## config.mk

```make
export PLATFORM = sky130hd
export DESIGN_NAME = gmii_frame_gen
export DESIGN_NICKNAME = d
export VERILOG_FILES = /design/src/rtl/gmii_frame_gen.sv
export SDC_FILE = /design/constraint.sdc
export NUM_CORES = 1
export LEC_CHECK = 0
export CORE_MARGIN = 3
export CORE_UTILIZATION = 30
export CTS_BUF_LIST = sky130_fd_sc_hd__clkbuf_2
export DETAILED_ROUTE_END_ITERATION = 10
export HOLD_SLACK_MARGIN = 0.03
export PLACE_DENSITY = 0.55
export SYNTH_ARGS = -nofsm -noshare
export SYNTH_HDL_FRONTEND = slang
export SYNTH_SLANG_ARGS = --single-unit
```

## constraint.sdc

```tcl
create_clock -name gtx_clk -period 23.2 [get_ports gtx_clk]
set_clock_uncertainty 0.2 [all_clocks]
set_input_delay 2.32 -clock gtx_clk [delete_from_list [all_inputs] [get_ports gtx_clk]]
set_output_delay 2.32 -clock gtx_clk [all_outputs]
set_load 0.02 [all_outputs]
```

## src/rtl/gmii_frame_gen.sv

```systemverilog
// gmii_frame_gen: builds Ethernet frames from a one-shot command and drives them on GMII TX
module gmii_frame_gen #(
    parameter int IFG_CYCLES  = 12,
    parameter int PRE_LEN     = 7,
    parameter int MIN_PAYLOAD = 46,
    parameter int MAX_PAYLOAD = 1500
) (
    input  logic        gtx_clk,
    input  logic        reset_n,
    input  logic        cmd_valid,
    output logic        cmd_ready,
    input  logic [47:0] cmd_dst,
    input  logic [47:0] cmd_src,
    input  logic [15:0] cmd_type,
    input  logic [15:0] cmd_len,
    input  logic [7:0]  cmd_seed,
    input  logic        cmd_err_en,
    input  logic [15:0] cmd_err_idx,
    output logic        gmii_gtxc,
    output logic [7:0]  gmii_txd,
    output logic        gmii_txen,
    output logic        gmii_txer,
    output logic        frame_done,
    output logic [15:0] frame_cnt
);
    localparam logic [2:0] S_IDLE = 3'd0;
    localparam logic [2:0] S_PRE  = 3'd1;
    localparam logic [2:0] S_SFD  = 3'd2;
    localparam logic [2:0] S_HDR  = 3'd3;
    localparam logic [2:0] S_PAY  = 3'd4;
    localparam logic [2:0] S_PAD  = 3'd5;
    localparam logic [2:0] S_FCS  = 3'd6;
    localparam logic [2:0] S_IFG  = 3'd7;

    localparam logic [15:0] PRE_LAST = 16'(PRE_LEN - 1);
    localparam logic [15:0] IFG_LAST = 16'(IFG_CYCLES - 2);
    localparam logic [15:0] MIN_PAY  = 16'(MIN_PAYLOAD);
    localparam logic [15:0] MAX_PAY  = 16'(MAX_PAYLOAD);

    logic [2:0]   state_q, state_d, nxt;
    logic [15:0]  cnt_q, cnt_d, idx_q, idx_d;
    logic [31:0]  crc_q, crc_d;
    logic [111:0] hdr_q, hdr_d;
    logic [15:0]  len_q, pad_q, err_idx_q;
    logic [7:0]   seed_q;
    logic         err_en_q;
    logic [7:0]   txd_q, txd_d;
    logic         txen_q, txen_d, txer_q, txer_d, done_q, done_d, ready_q;
    logic [15:0]  frame_cnt_q;
    logic         last, accept;
    logic [15:0]  len_c, pad_c;

    function automatic logic in_frame(input logic [2:0] s);
        return s == S_HDR || s == S_PAY || s == S_PAD || s == S_FCS;
    endfunction

    function automatic logic [31:0] crc_byte(input logic [31:0] c, input logic [7:0] d);
        logic [31:0] r;
        r = c ^ {24'h0, d};
        for (int i = 0; i < 8; i++) r = r[0] ? (r >> 1) ^ 32'hEDB88320 : r >> 1;
        return r;
    endfunction

    assign len_c     = cmd_len > MAX_PAY ? MAX_PAY : cmd_len;
    assign pad_c     = len_c < MIN_PAY ? MIN_PAY - len_c : '0;
    assign accept    = state_q == S_IDLE && cmd_valid;
    assign gmii_gtxc = gtx_clk;
    assign cmd_ready = ready_q;
    assign gmii_txd  = txd_q;
    assign gmii_txen = txen_q;
    assign gmii_txer = txer_q;
    assign frame_done = done_q;
    assign frame_cnt = frame_cnt_q;

    // Sequencer: each state lasts a fixed or latched number of cycles; the IFG state is one
    // short because the IDLE cycle in which the next command is taken completes the gap.
    always_comb begin
        last = 1'b0;
        nxt  = S_IDLE;
        case (state_q)
            S_IDLE:  begin last = cmd_valid;             nxt = S_PRE; end
            S_PRE:   begin last = cnt_q == PRE_LAST;     nxt = S_SFD; end
            S_SFD:   begin last = 1'b1;                  nxt = S_HDR; end
            S_HDR:   begin last = cnt_q == 16'd13;       nxt = len_q != '0 ? S_PAY : pad_q != '0 ? S_PAD : S_FCS; end
            S_PAY:   begin last = cnt_q == len_q - 16'd1; nxt = pad_q != '0 ? S_PAD : S_FCS; end
            S_PAD:   begin last = cnt_q == pad_q - 16'd1; nxt = S_FCS; end
            S_FCS:   begin last = cnt_q == 16'd3;        nxt = S_IFG; end
            default: begin last = cnt_q == IFG_LAST;     nxt = S_IDLE; end
        endcase
        state_d = last ? nxt : state_q;
        cnt_d   = last ? '0 : cnt_q + 16'd1;
    end

    // Outputs are computed for the state being entered so they leave the flops already aligned.
    always_comb begin
        txd_d  = state_d == S_PRE ? 8'h55 :
                 state_d == S_SFD ? 8'hD5 :
                 state_d == S_HDR ? hdr_q[111:104] :
                 state_d == S_PAY ? seed_q + cnt_d[7:0] :
                 state_d == S_FCS ? ~crc_q[7:0] : 8'h00;
        hdr_d  = accept ? {cmd_dst, cmd_src, cmd_type} : state_d == S_HDR ? hdr_q << 8 : hdr_q;
        crc_d  = accept ? 32'hFFFFFFFF :
                 in_frame(state_d) && state_d != S_FCS ? crc_byte(crc_q, txd_d) :
                 state_d == S_FCS ? crc_q >> 8 : crc_q;
        idx_d  = state_q == S_SFD ? '0 : in_frame(state_q) ? idx_q + 16'd1 : idx_q;
        txen_d = state_d != S_IDLE && state_d != S_IFG;
        txer_d = err_en_q && in_frame(state_d) && idx_d == err_idx_q;
        done_d = state_q == S_FCS && state_d == S_IFG;
    end

    // Frame state, CRC and registered GMII outputs.
    always_ff @(posedge gtx_clk or negedge reset_n) begin
        if (!reset_n) begin
            state_q     <= S_IDLE;
            cnt_q       <= '0;
            idx_q       <= '0;
            crc_q       <= 32'hFFFFFFFF;
            hdr_q       <= '0;
            txd_q       <= '0;
            txen_q      <= 1'b0;
            txer_q      <= 1'b0;
            done_q      <= 1'b0;
            ready_q     <= 1'b1;
            frame_cnt_q <= '0;
        end else begin
            state_q     <= state_d;
            cnt_q       <= cnt_d;
            idx_q       <= idx_d;
            crc_q       <= crc_d;
            hdr_q       <= hdr_d;
            txd_q       <= txd_d;
            txen_q      <= txen_d;
            txer_q      <= txer_d;
            done_q      <= done_d;
            ready_q     <= state_d == S_IDLE;
            frame_cnt_q <= frame_cnt_q + {15'd0, done_d};
        end
    end

    // Command fields held for the whole frame, with the payload length already clamped.
    always_ff @(posedge gtx_clk or negedge reset_n) begin
        if (!reset_n) begin
            len_q     <= '0;
            pad_q     <= '0;
            seed_q    <= '0;
            err_en_q  <= 1'b0;
            err_idx_q <= '0;
        end else if (accept) begin
            len_q     <= len_c;
            pad_q     <= pad_c;
            seed_q    <= cmd_seed;
            err_en_q  <= cmd_err_en;
            err_idx_q <= cmd_err_idx;
        end
    end
endmodule

```

==> flow_summary.yaml <==
yosys:
  ys.warnings.count: 0
  yosysSeqAreaShare_pct: 46.2
  synth_most_common_cell: "nand2_1"
  syn-num-nets: 1737
  synthFlopType: "dfrtp_1"
  synth_top_area_cell: "dfrtp_1"
  syn_avg_cell_area_um2: 9.18
  synth_edf_count: 0
  synth_common_cells: "nand2_1, dfrtp_1, a22oi_1, nor2_1, xnor2_1"
  ys_types: 100
  synthTopCellsByArea: "dfrtp_1, nand2_1, dfstp_2"
  synth_top_area_share_pct: 40.2
  syn_area_mm2: 0.0144
  syn_inst: 1566
  synthArstFlopShare_pct: 100
  ys_ff_latch: 264
critical_path:
  r2r_cells: 29
  timing.rr.start: "state_q[1]$_DFF_PN0_"
  slowest_delay_ns: 0.54
  crit_cells: 3
  crit_chain: "clkbuf_2 -> clkbuf_2 -> clkdlybuf4s50_1"
  slowest_stage: "clkdlybuf4s50_1"
  cp-end-kind: "output port"
  cp_top_family: "buffers and inverters"
  worst-path-buf-inv: 3
  cpMostUsedCell: "clkbuf_2"
  crit_arrival_ns: 12.32
  crit_end: "gmii_gtxc"
  cp-startpoint: "gtx_clk"
  reg2reg_to: "crc_q[5]$_DFFE_PN1P_"
  crit_type: "clk -> out"
  cp_max_fo: 4
  required_ns: 20.68
  r2r_slack_ns: 13.95
  start_kind: "clock port"
power:
  p_seq_share_pct: 30.4
  power_density_mw_per_mm2: 142
  p_leak_nw: 7.83
  internal_power_mw: 1.34
  clock_power_share_pct: 14.4
  switching_share_pct: 45.8
  ir_drop_mv: 0.0761
  comb_power_share_pct: 55.2
  switching_power_mw: 1.13
route:
  drc_errors: 0
  ant_nets: 0
  dr_total_vias: 12255
  wl_per_cell_um: 17.4
  via_per_inst: 5.09
  dr.pass1.iters: 8
  wirelength_um: 42000
  drt_iter0_drc: 871
timing:
  maxSlewHeadroom_pct: 26.5
  worst_slack_ns: 8.36
  setup_viol: 0
  grt_setup_unrepaired: "false"
  drv_slew: 0
  fin_setup_tns_ns: 0
  final_hold_viol_count: 0
  tightestPinTransition_ns: 1.10
die:
  fp-row-count: 79
  ios: 185
  dieArea_mm2: 0.0506
  die_h_um: 225
  coreArea_mm2: 0.0470
  die_w_um: 225
  initial_core_util_pct: 30.6
clock_network:
  clk_pin_slew_worst_paths_ns: 0.08
  ctsResizeCount: 0
  post_cts_buffers: 0
  clock_latency_ns: 1.07
  cts_tree: "done"
  cts.hold.buffers_added: 0
min_path:
  hold_path_depth: 2
  hp-class: "reg -> reg"
global_route:
  grt_max_degree: 174
  gr-total-overflow: 0
  antenna_found_initial: 8
  grtUsageTotal_pct: 16.8
  grt_pass1_wl_um: 68000
  grt_pass1_vias: 12483
placed_design:
  gp_congestion: 0.856
  dpl_worst_slack_ns: 8.57
  hpwl_um: 28300
  io_buffer_count: 184
  numPlacedInstances: 2273
final_layout:
  seq_area_mm2: 0.00665
  layout-drive-gt1-share_pct: 12.2
  fin_nets: 1919
  final_cells: 2409
  multiInputGateArea_mm2: 0.00727
  syn_to_final_growth_pct: 21.0
  final.fill_count: 4743
outcome:
  status: "complete, no violations"
job:
  cap_violations: 0
[power by group through the flow]
stage / clock network, mW / logic [mW] / registers [mW]
CTS: 0.377 / 1.36 / 0.749
floorplan: 0.00504 / 1.06 / 0.713
global route: 0.402 / 1.52 / 0.769
global placement: 0.00579 / 1.33 / 0.754
detailed placement: 0.00579 / 1.35 / 0.756
finish: 0.356 / 1.36 / 0.749
[cell families (layout without fill, tap and decap cells)]
logic type | count (synthesis) | after routing | share of synthesized area, %
xor gates and xnor gates | 133 | 133 | 8.76
DFF | 264 | 264 | 46.2
buffers and inverters | 120 | 354 | 3.39
muxes | 29 | 29 | 2.12
AOI/OAI and AO/OA | 332 | 332 | 16.9
adders and majority gates | 15 | 15 | 1.36
other | 0 | 2 | 0
and+or+nand+nor | 673 | 673 | 21.2
[registers in the layout (all words and copies together) (netlist names), 3 cells and up]
signal	cells
state_q	3
frame_cnt	16
seed_q	8
cnt_q	16
pad_q	16
idx_q	16
err_idx_q	16
len_q	16
gmii_txd	8
hdr_q	112
crc_q	32
[tightest hold or removal path: cells and delay by family (launching register included)]
kind / cells / cell delay (ns)
flip-flops: 1 / 0.35
AND/OR/NAND/NOR: 2 / 0.10
[cell type report]
class | count | share of cell area (%)
Clock buffer | 114 | 3.31
Timing Repair Buffer | 195 | 11.1
Clock inverter | 21 | 0.640
Antenna cell | 2 | 0.0288
Multi-Input combinational cell | 1182 | 41.8
Sequential cell | 264 | 38.2
Tap cell | 607 | 4.37
Inverter | 24 | 0.518
[worst min-delay path by stage]
stage / from / end
floorplan: hdr_q[111]$_DFFE_PN0P_ / hdr_q[111]$_DFFE_PN0P_
global placement: hdr_q[76]$_DFFE_PN0P_ / hdr_q[76]$_DFFE_PN0P_
detailed placement: hdr_q[77]$_DFFE_PN0P_ / hdr_q[77]$_DFFE_PN0P_
CTS: hdr_q[92]$_DFFE_PN0P_ / hdr_q[100]$_DFFE_PN0P_
global route: hdr_q[28]$_DFFE_PN0P_ / hdr_q[36]$_DFFE_PN0P_
finish: hdr_q[92]$_DFFE_PN0P_ / hdr_q[92]$_DFFE_PN0P_
[layer usage]
metal | part of all wire [%] | vias to the layer above | GRT usage, %
met1 | 45 | 5916 | 21.6
li1 | - | 5891 | -
met5 | 0.13 | - | 0
met2 | 44 | 361 | 25.6
met3 | 8.4 | 79 | 6.49
met4 | 2.5 | 8 | 6.52
[stage by stage]
step,power [mW],instance area (µm²),util [%],hold WS [ns]
2_1_floorplan,1.78,14400,-,0.237
4_1_cts,2.48,17400,37.0,0.254
5_1_grt,2.69,17400,37.1,0.298
3_5_place_dp,2.11,16700,35.6,0.263
6_report,2.47,17400,37.1,0.278
3_3_place_gp,2.09,16700,35.6,0.258
[layout by cell type, fill, tap and decap left out, types with 14 or more instances in the layout]
| master | netlist | layout |
|---|---|---|
| a22oi_1 | 105 | 105 |
| xnor2_1 | 79 | 79 |
| clkdlybuf4s50_1 | 0 | 183 |
| nand2_1 | 391 | 390 |
| xor2_1 | 45 | 45 |
| a21oi_1 | 45 | 44 |
| ha_1 | 14 | 14 |
| nor3_1 | 24 | 24 |
| dfstp_2 | 33 | 33 |
| inv_1 | 22 | 22 |
| clkinv_1 | 0 | 16 |
| o21ai_0 | 57 | 57 |
| dfrtp_1 | 231 | 231 |
| clkbuf_2 | 0 | 113 |
| nand3_1 | 39 | 39 |
| nor2_1 | 95 | 93 |
| mux2i_1 | 22 | 22 |
Power figures use the tool's default switching activity.
